$ cat src/rtl/sketch_counter_updater_if.sv
// -----------------------------------------------------------------------------
// sketch_counter_updater_if
//   Update-request handshake into the sketch counter read-modify-write engine.
//   A request (in_addr, in_inc) transfers when in_valid & in_ready.
//   Ports (signals):
//     in_valid  master->slave  request valid
//     in_ready  slave->master  request accepted this cycle when high with in_valid
//     in_addr   master->slave  counter index, RAMAddWidth bits
//     in_inc    master->slave  increment, IncWidth bits
// -----------------------------------------------------------------------------
interface sketch_counter_updater_if #(
   parameter int RAMAddWidth = 2,
   parameter int IncWidth    = 8
);
   logic                   in_valid;
   logic                   in_ready;
   logic [RAMAddWidth-1:0] in_addr;
   logic [IncWidth-1:0]    in_inc;

   modport master (output in_valid, output in_addr, output in_inc, input in_ready);
   modport slave  (input in_valid, input in_addr, input in_inc, output in_ready);
endinterface

$ cat src/rtl/sketch_counter_updater.sv
// -----------------------------------------------------------------------------
// sketch_counter_updater
//   Read-modify-write engine in front of a dual-port counter RAM. Each accepted
//   update reads the counter on port A, adds the zero-extended increment two
//   cycles later and writes the result back on port B. One update per clock;
//   in-flight results are forwarded so repeated hits to one counter are exact.
//   A sweep zeroes every counter on init_start.
//   Optional feature: define COUNTER_SATURATE_EN to make counters saturate at
//   all-ones instead of wrapping.
// Ports:
//   clock          single clock (RAM clock_a/clock_b tied to it)
//   aclr_n         asynchronous reset, active-low
//   init_start     one-cycle pulse: zero all counters
//   init_busy      high from init_start acceptance until the sweep completes
//   req            update request handshake (slave side)
//   ram_address_a  port A read address      ram_rden_a  port A read enable
//   ram_q_a        port A data, valid 2 cycles after ram_rden_a
//   ram_address_b  port B write address     ram_data_b  port B write data
//   ram_wren_b     port B write enable
//   upd_valid      pulse: an update writeback was issued this cycle
//   upd_value      value written back by that update
// -----------------------------------------------------------------------------
module sketch_counter_updater #(
   parameter int DataWidth   = 32,
   parameter int DataDepth   = 4,
   parameter int RAMAddWidth = 2,
   parameter int IncWidth    = 8
) (
   input  logic                   clock,
   input  logic                   aclr_n,
   input  logic                   init_start,
   output logic                   init_busy,
   sketch_counter_updater_if.slave req,
   output logic [RAMAddWidth-1:0] ram_address_a,
   output logic                   ram_rden_a,
   input  logic [DataWidth-1:0]   ram_q_a,
   output logic [RAMAddWidth-1:0] ram_address_b,
   output logic [DataWidth-1:0]   ram_data_b,
   output logic                   ram_wren_b,
   output logic                   upd_valid,
   output logic [DataWidth-1:0]   upd_value
);

   localparam logic [RAMAddWidth-1:0] LastAddr = RAMAddWidth'(DataDepth - 1);

   typedef enum logic [1:0] {IDLE, RUN, DRAIN, SWEEP} state_t;
   state_t state;

   logic                   s1_valid, s2_valid;
   logic [RAMAddWidth-1:0] s1_addr, s2_addr;
   logic [IncWidth-1:0]    s1_inc, s2_inc;
   logic                   wb1_valid, wb2_valid;
   logic [RAMAddWidth-1:0] wb1_addr, wb2_addr;
   logic [DataWidth-1:0]   wb1_value, wb2_value;
   logic [RAMAddWidth-1:0] sweep_addr;

   logic                   open_state, init_go, accept, pipe_empty;
   logic [DataWidth-1:0]   inc_ext, base, new_value;

   assign open_state    = (state == IDLE) || (state == RUN);
   assign init_go       = init_start && open_state;
   assign req.in_ready  = open_state && !init_start;
   assign accept        = req.in_valid && req.in_ready;
   assign pipe_empty    = !s1_valid && !s2_valid;

   // Port A address must be presented in the accept cycle so the RAM's
   // registered read returns data in T+2.
   assign ram_rden_a    = accept;
   assign ram_address_a = accept ? req.in_addr : '0;

   assign inc_ext = DataWidth'(s2_inc);

   // wb1 covers a read issued before the previous writeback landed; wb2 covers
   // a read that hit the RAM on the same edge as a write (old data returned).
   always_comb begin
      base = ram_q_a;
      if (wb1_valid && (wb1_addr == s2_addr))
         base = wb1_value;
      else if (wb2_valid && (wb2_addr == s2_addr))
         base = wb2_value;
`ifdef COUNTER_SATURATE_EN
      begin
         logic [DataWidth:0] sum_ext;
         sum_ext   = {1'b0, base} + {1'b0, inc_ext};
         new_value = sum_ext[DataWidth] ? '1 : sum_ext[DataWidth-1:0];
      end
`else
      new_value = base + inc_ext;
`endif
   end

   assign ram_wren_b    = s2_valid || (state == SWEEP);
   assign ram_address_b = (state == SWEEP) ? sweep_addr : (s2_valid ? s2_addr : '0);
   assign ram_data_b    = s2_valid ? new_value : '0;
   assign upd_valid     = s2_valid;
   assign upd_value     = ram_data_b;

   always_ff @(posedge clock or negedge aclr_n) begin
      if (!aclr_n) begin
         state      <= IDLE;
         init_busy  <= 1'b0;
         s1_valid   <= 1'b0;
         s1_addr    <= '0;
         s1_inc     <= '0;
         s2_valid   <= 1'b0;
         s2_addr    <= '0;
         s2_inc     <= '0;
         wb1_valid  <= 1'b0;
         wb1_addr   <= '0;
         wb1_value  <= '0;
         wb2_valid  <= 1'b0;
         wb2_addr   <= '0;
         wb2_value  <= '0;
         sweep_addr <= '0;
      end else begin
         s1_valid <= accept;
         if (accept) begin
            s1_addr <= req.in_addr;
            s1_inc  <= req.in_inc;
         end
         s2_valid  <= s1_valid;
         s2_addr   <= s1_addr;
         s2_inc    <= s1_inc;
         wb1_valid <= s2_valid;
         wb1_addr  <= s2_addr;
         wb1_value <= new_value;
         wb2_valid <= wb1_valid;
         wb2_addr  <= wb1_addr;
         wb2_value <= wb1_value;

         unique case (state)
            IDLE: begin
               if (init_go) begin
                  state     <= DRAIN;
                  init_busy <= 1'b1;
               end else if (accept) begin
                  state <= RUN;
               end
            end
            RUN: begin
               if (init_go) begin
                  state     <= DRAIN;
                  init_busy <= 1'b1;
               end else if (!accept && pipe_empty) begin
                  state <= IDLE;
               end
            end
            DRAIN: begin
               if (pipe_empty) begin
                  state      <= SWEEP;
                  sweep_addr <= '0;
               end
            end
            SWEEP: begin
               sweep_addr <= sweep_addr + 1'b1;
               if (sweep_addr == LastAddr) begin
                  state     <= IDLE;
                  init_busy <= 1'b0;
                  wb1_valid <= 1'b0;
                  wb2_valid <= 1'b0;
               end
            end
            default: state <= IDLE;
         endcase
      end
   end

endmodule

$ cat src/flat_wrapper.sv
// flat-port wrapper written by rule: the top's interface ports become plain ports
module sketch_counter_updater_flat 
#(
   parameter int DataWidth   = 32,
   parameter int DataDepth   = 4,
   parameter int RAMAddWidth = 2,
   parameter int IncWidth    = 8
)
  (clock, aclr_n, init_start, init_busy, ram_address_a, ram_rden_a, ram_q_a, ram_address_b, ram_data_b, ram_wren_b, upd_valid, upd_value, req_in_valid, req_in_addr, req_in_inc, req_in_ready);
  sketch_counter_updater_if #(.RAMAddWidth(RAMAddWidth), .IncWidth(IncWidth)) req_i ();
  input  logic clock;
  input  logic aclr_n;
  input  logic init_start;
  output logic init_busy;
  output logic [RAMAddWidth-1:0] ram_address_a;
  output logic ram_rden_a;
  input  logic [DataWidth-1:0] ram_q_a;
  output logic [RAMAddWidth-1:0] ram_address_b;
  output logic [DataWidth-1:0] ram_data_b;
  output logic ram_wren_b;
  output logic upd_valid;
  output logic [DataWidth-1:0] upd_value;
  input wire logic [$bits(req_i.in_valid)-1:0] req_in_valid;
  input wire logic [$bits(req_i.in_addr)-1:0] req_in_addr;
  input wire logic [$bits(req_i.in_inc)-1:0] req_in_inc;
  output wire logic [$bits(req_i.in_ready)-1:0] req_in_ready;
  assign req_i.in_valid = req_in_valid;
  assign req_i.in_addr = req_in_addr;
  assign req_i.in_inc = req_in_inc;
  assign req_in_ready = req_i.in_ready;
  sketch_counter_updater #(.DataWidth(DataWidth), .DataDepth(DataDepth), .RAMAddWidth(RAMAddWidth), .IncWidth(IncWidth)) u_core (.clock(clock), .aclr_n(aclr_n), .init_start(init_start), .init_busy(init_busy), .req(req_i), .ram_address_a(ram_address_a), .ram_rden_a(ram_rden_a), .ram_q_a(ram_q_a), .ram_address_b(ram_address_b), .ram_data_b(ram_data_b), .ram_wren_b(ram_wren_b), .upd_valid(upd_valid), .upd_value(upd_value));
endmodule
$ cat config.mk
export PLATFORM = sky130hd
export DESIGN_NAME = sketch_counter_updater_flat
export DESIGN_NICKNAME = d
export VERILOG_FILES = /design/src/rtl/sketch_counter_updater_if.sv /design/src/rtl/sketch_counter_updater.sv /design/src/flat_wrapper.sv
export SDC_FILE = /design/constraint.sdc
export NUM_CORES = 1
export LEC_CHECK = 0
export CORE_ASPECT_RATIO = 0.75
export CORE_UTILIZATION = 30
export DETAILED_ROUTE_END_ITERATION = 12
export SETUP_SLACK_MARGIN = 0.15
export SYNTH_ARGS = -nofsm -noshare
export SYNTH_HDL_FRONTEND = slang
export SYNTH_SLANG_ARGS = --single-unit
export TNS_END_PERCENT = 20
$ cat constraint.sdc
create_clock -name clock -period 4.9 [get_ports clock]
set_input_delay 0.735 -clock clock [delete_from_list [all_inputs] [get_ports clock]]
set_output_delay 0.735 -clock clock [all_outputs]
set_load 0.02 [all_outputs]
==> flow_metrics.env <==
export IMPL_antenna_found_initial=0
export IMPL_drive_gt1_share_pct=25.1
export IMPL_clkTransAtPathRegs_ns=0.07
export IMPL_synth_compound_area_share_pct=13.9
export IMPL_hold_viol=0
export IMPL_end_kind="output port"
export IMPL_drt_antenna_violating_nets=0
export IMPL_synth_edf_count=0
export IMPL_clk_latency_ns=0.36
export IMPL_synth_simple_area_share_pct=18.6
export IMPL_fin_crit_sh_pct=96.8
export IMPL_port_buffer_count=118
export IMPL_max_cap_violations=0
export IMPL_cp_cell_sequence="xor2_2 -> nor3_4 -> clkbuf_16 -> o21ai_0 -> buf_4 -> ha_1 -> a21oi_1 -> o211ai_1 -> a221oi_2 -> nor2_1 -> and3_1 -> nand4_1 -> mux2_2 -> dlygate4sd2_1"
export IMPL_cp_data_arrival_time_ns=4.01
export IMPL_synthArstFlopShare_pct=100
export IMPL_startpoint_type="register"
export IMPL_gr_total_overflow=0
export IMPL_p_leak_nw=3.13
export IMPL_cts_tree="built"
export IMPL_first_pass_iters=5
export IMPL_drc=0
export IMPL_grt_pass1_vias=4501
export IMPL_cp_slowest_stage_delay_ns=0.46
export IMPL_wl_um=15400
export IMPL_worstSetupPathType="register to output port"
export IMPL_finalCriticalPeriod_ns=4.74
export IMPL_vias_per_cell=5.10
export IMPL_powerDensity_nw_per_um2=499
export IMPL_fmax_mhz=211
export IMPL_cts_root_buf="clkbuf_16"
export IMPL_numCtsBuffers=9
export IMPL_synth_nets=562
export IMPL_tns_ns=0
export IMPL_vias=4435
export IMPL_pin_count=119
export IMPL_fin_area_um2=7250
export IMPL_seq_area_frac_synth_pct=46.0
export IMPL_grt_max_degree=52
export IMPL_n_antenna_cell=0
export IMPL_hpwl_um=10400
export IMPL_required_ns=4.16
export IMPL_final_util_pct=42.6
export IMPL_start_util_pct=31.0
export IMPL_track_usage_pct=17.6
export IMPL_syn_to_final_growth_pct=37.4
export IMPL_place_area_um2=6720
export IMPL_netlist_instances=506
export IMPL_cp_slowest_cell="dfrtp_2"
export IMPL_rsz0062_at_grt="yes"
export IMPL_core_area_um2=17000
export IMPL_synthMuxAreaShare_pct=5.79
export IMPL_r2r_start="u_core.s2_addr[1]"
export IMPL_synth_top_family_by_area="simple AND/OR/NAND/NOR gates"
export IMPL_min_from="u_core.s1_inc[1]"
export IMPL_ys_warn_count=0
export IMPL_clock_skew_ns=0.00660
export IMPL_cts_sinks=97
export IMPL_die_y_um=117
export IMPL_max_slew_margin_pct=55.0
export IMPL_outcome="complete, no violations"
export IMPL_finalWeightedCongestion=0.837
export IMPL_peakVddDrop_mv=0.365
export IMPL_hp_class="register to register"
export IMPL_wire_per_inst_um=17.8
export IMPL_grt_pass1_wl_um=24200
export IMPL_die_w_um=155
export IMPL_finalMaxSlewViolations=0
export IMPL_dieArea_um2=18100
export IMPL_cp_buffers_inverters=3
export IMPL_yosys_area_share_adder_pct=2.51
export IMPL_synth_area_um2=5280
export IMPL_ys_types=52
export IMPL_yosys_register_bits=97
export IMPL_synth_flop_cell="dfrtp_1"
export IMPL_critPathMaxFanout=6
export IMPL_critPathTopFamily="compound AO/OA/AOI/OAI gates"
export IMPL_setup_viol=0
export IMPL_cts_max_level=3
export IMPL_max_slew_worst_pin_slew_ns=0.675
export IMPL_synthXorXnorAreaFrac_pct=5.12
export IMPL_nets=684
export IMPL_avgSynthCellArea_um2=10.4
export IMPL_total_power_mw=3.62
export IMPL_clock_path_buffers=2
export IMPL_crit_start="u_core.s2_addr[1]"
export IMPL_rows=41
export IMPL_drtIter0Drc=284
sequential cells by signal (all words and copies together) (netlist names):
name               flops
u_core.upd_valid       1
u_core.s1_inc          8
u_core.s2_inc          8
u_core.wb1_value      32
u_core.wb1_valid       1
u_core.wb1_addr        2
u_core.init_busy       1
u_core.s1_addr         2
u_core.sweep_addr      2
u_core.state           2
u_core.wb2_addr        2
u_core.wb2_valid       1
u_core.s2_addr         2
u_core.s1_valid        1
u_core.wb2_value      32
report_power, final:
group,switching [mW],leakage [nW],internal [mW]
logic,1.02,1.83,0.627
clock network,0.332,0.151,0.416
registers,0.150,1.15,1.07
total,1.51,3.13,2.11
stage by stage:
stage	hold slack [ns]	instances	setup slack, ns
6_report	0.374	869	0.157
2_1_floorplan	0.349	506	0.161
5_1_grt	0.384	869	-0.0686
3_3_place_gp	0.357	840	-0.219
4_1_cts	0.377	859	-0.0200
3_5_place_dp	0.360	840	-0.316
area by class of cell:
type | instances | area (um^2)
tap | 236 | 295
timing repair buffer | 175 | 1560
inverter | 7 | 30.0
clock buffer | 10 | 239
multi-input combinational | 338 | 2630
clock inverter | 6 | 71.3
fill | 1671 | 9780
sequential | 97 | 2430
synth_stat cells (6+ instances only):
cell type	instances	area [um^2]
nor4_1	23	144
mux2_2	12	135
buf_4	34	255
a21oi_1	15	75.1
nand3_1	7	35.0
mux2i_1	17	170
a31oi_1	8	50.1
o31ai_1	25	188
nor3_1	6	30.0
dfrtp_1	97	2430
and3_1	6	37.5
nand4_1	26	163
o21ai_0	16	80.1
inv_1	7	26.3
ha_1	9	113
xor2_1	8	70.1
nand2_1	44	165
and2_1	22	138
xnor2_1	21	184
nor2_1	11	41.3
clkbuf_1	22	82.6
path summary, 6_finish.rpt:
check | to | slack, ns | depth (start not counted)
worst max-delay path | ram_data_b[31] | 0.16 | 14
worst min-delay path | u_core.s2_inc[1] | 0.37 | 0
worst max register to register | u_core.wb1_value[19] | 1.39 | 15
worst min register to register | u_core.s2_inc[1] | 0.37 | 0
max in group asynchronous | u_core.s2_addr[0] | 3.41 | 2
min in group asynchronous | u_core.wb2_value[9] | 0.42 | 1
logic make-up (layout without fill, tap and decap cells):
| group | Yosys count | count (layout) |
|---|---|---|
| AOI/OAI and AO/OA | 96 | 96 |
| xor gates and xnor gates | 30 | 30 |
| adders and majority gates | 10 | 10 |
| buffers and inverters | 71 | 198 |
| DFF | 97 | 97 |
| muxes | 29 | 29 |
| and+or+nand+nor | 173 | 173 |
layout by cell type, fill, tap and decap left out, drive strengths merged, types with 3 or more instances in the layout:
| master | Yosys | routed |
|---|---|---|
| dfrtp | 97 | 97 |
| buf | 42 | 70 |
| clkdlybuf4s50 | 0 | 68 |
| nand2 | 44 | 44 |
| dlygate4sd2 | 0 | 28 |
| nand4 | 26 | 26 |
| o31ai | 25 | 25 |
| nor4 | 24 | 24 |
| and2 | 22 | 22 |
| xnor2 | 21 | 21 |
| mux2i | 17 | 17 |
| a31oi | 17 | 17 |
| o21ai | 16 | 16 |
| a21oi | 15 | 15 |
| clkbuf | 22 | 15 |
| mux2 | 12 | 12 |
| nor2 | 11 | 11 |
| ha | 9 | 9 |
| xor2 | 9 | 9 |
| inv | 7 | 9 |
| nand3 | 9 | 9 |
| nor3 | 7 | 7 |
| and3 | 6 | 6 |
| a31o | 6 | 6 |
| nand2b | 6 | 6 |
| or2 | 5 | 5 |
| a21o | 4 | 4 |
| o31a | 4 | 4 |
| or4 | 4 | 4 |
| nor2b | 3 | 3 |
| dlymetal6s2s | 0 | 3 |
per-layer routing:
metal / routed length, um / GRT usage (%) / vias to the layer above
met5: 0 / 0 / -
met4: 198 / 5.28 / 0
met3: 960 / 5.12 / 16
met2: 7090 / 27.8 / 161
met1: 7190 / 23.4 / 2197
li1: - / - / 2061
what timing repair did:
action | 4_1_cts | 5_1_grt
resized for setup | 98 | 47
setup buffers | 3 | 8
endpoints found under the setup margin | 52 | 46
pin swaps | 5 | 6
gates cloned | 0 | 2
hold buffers | 0 | 0
Note: power is estimated with default switching activity, not from simulation.
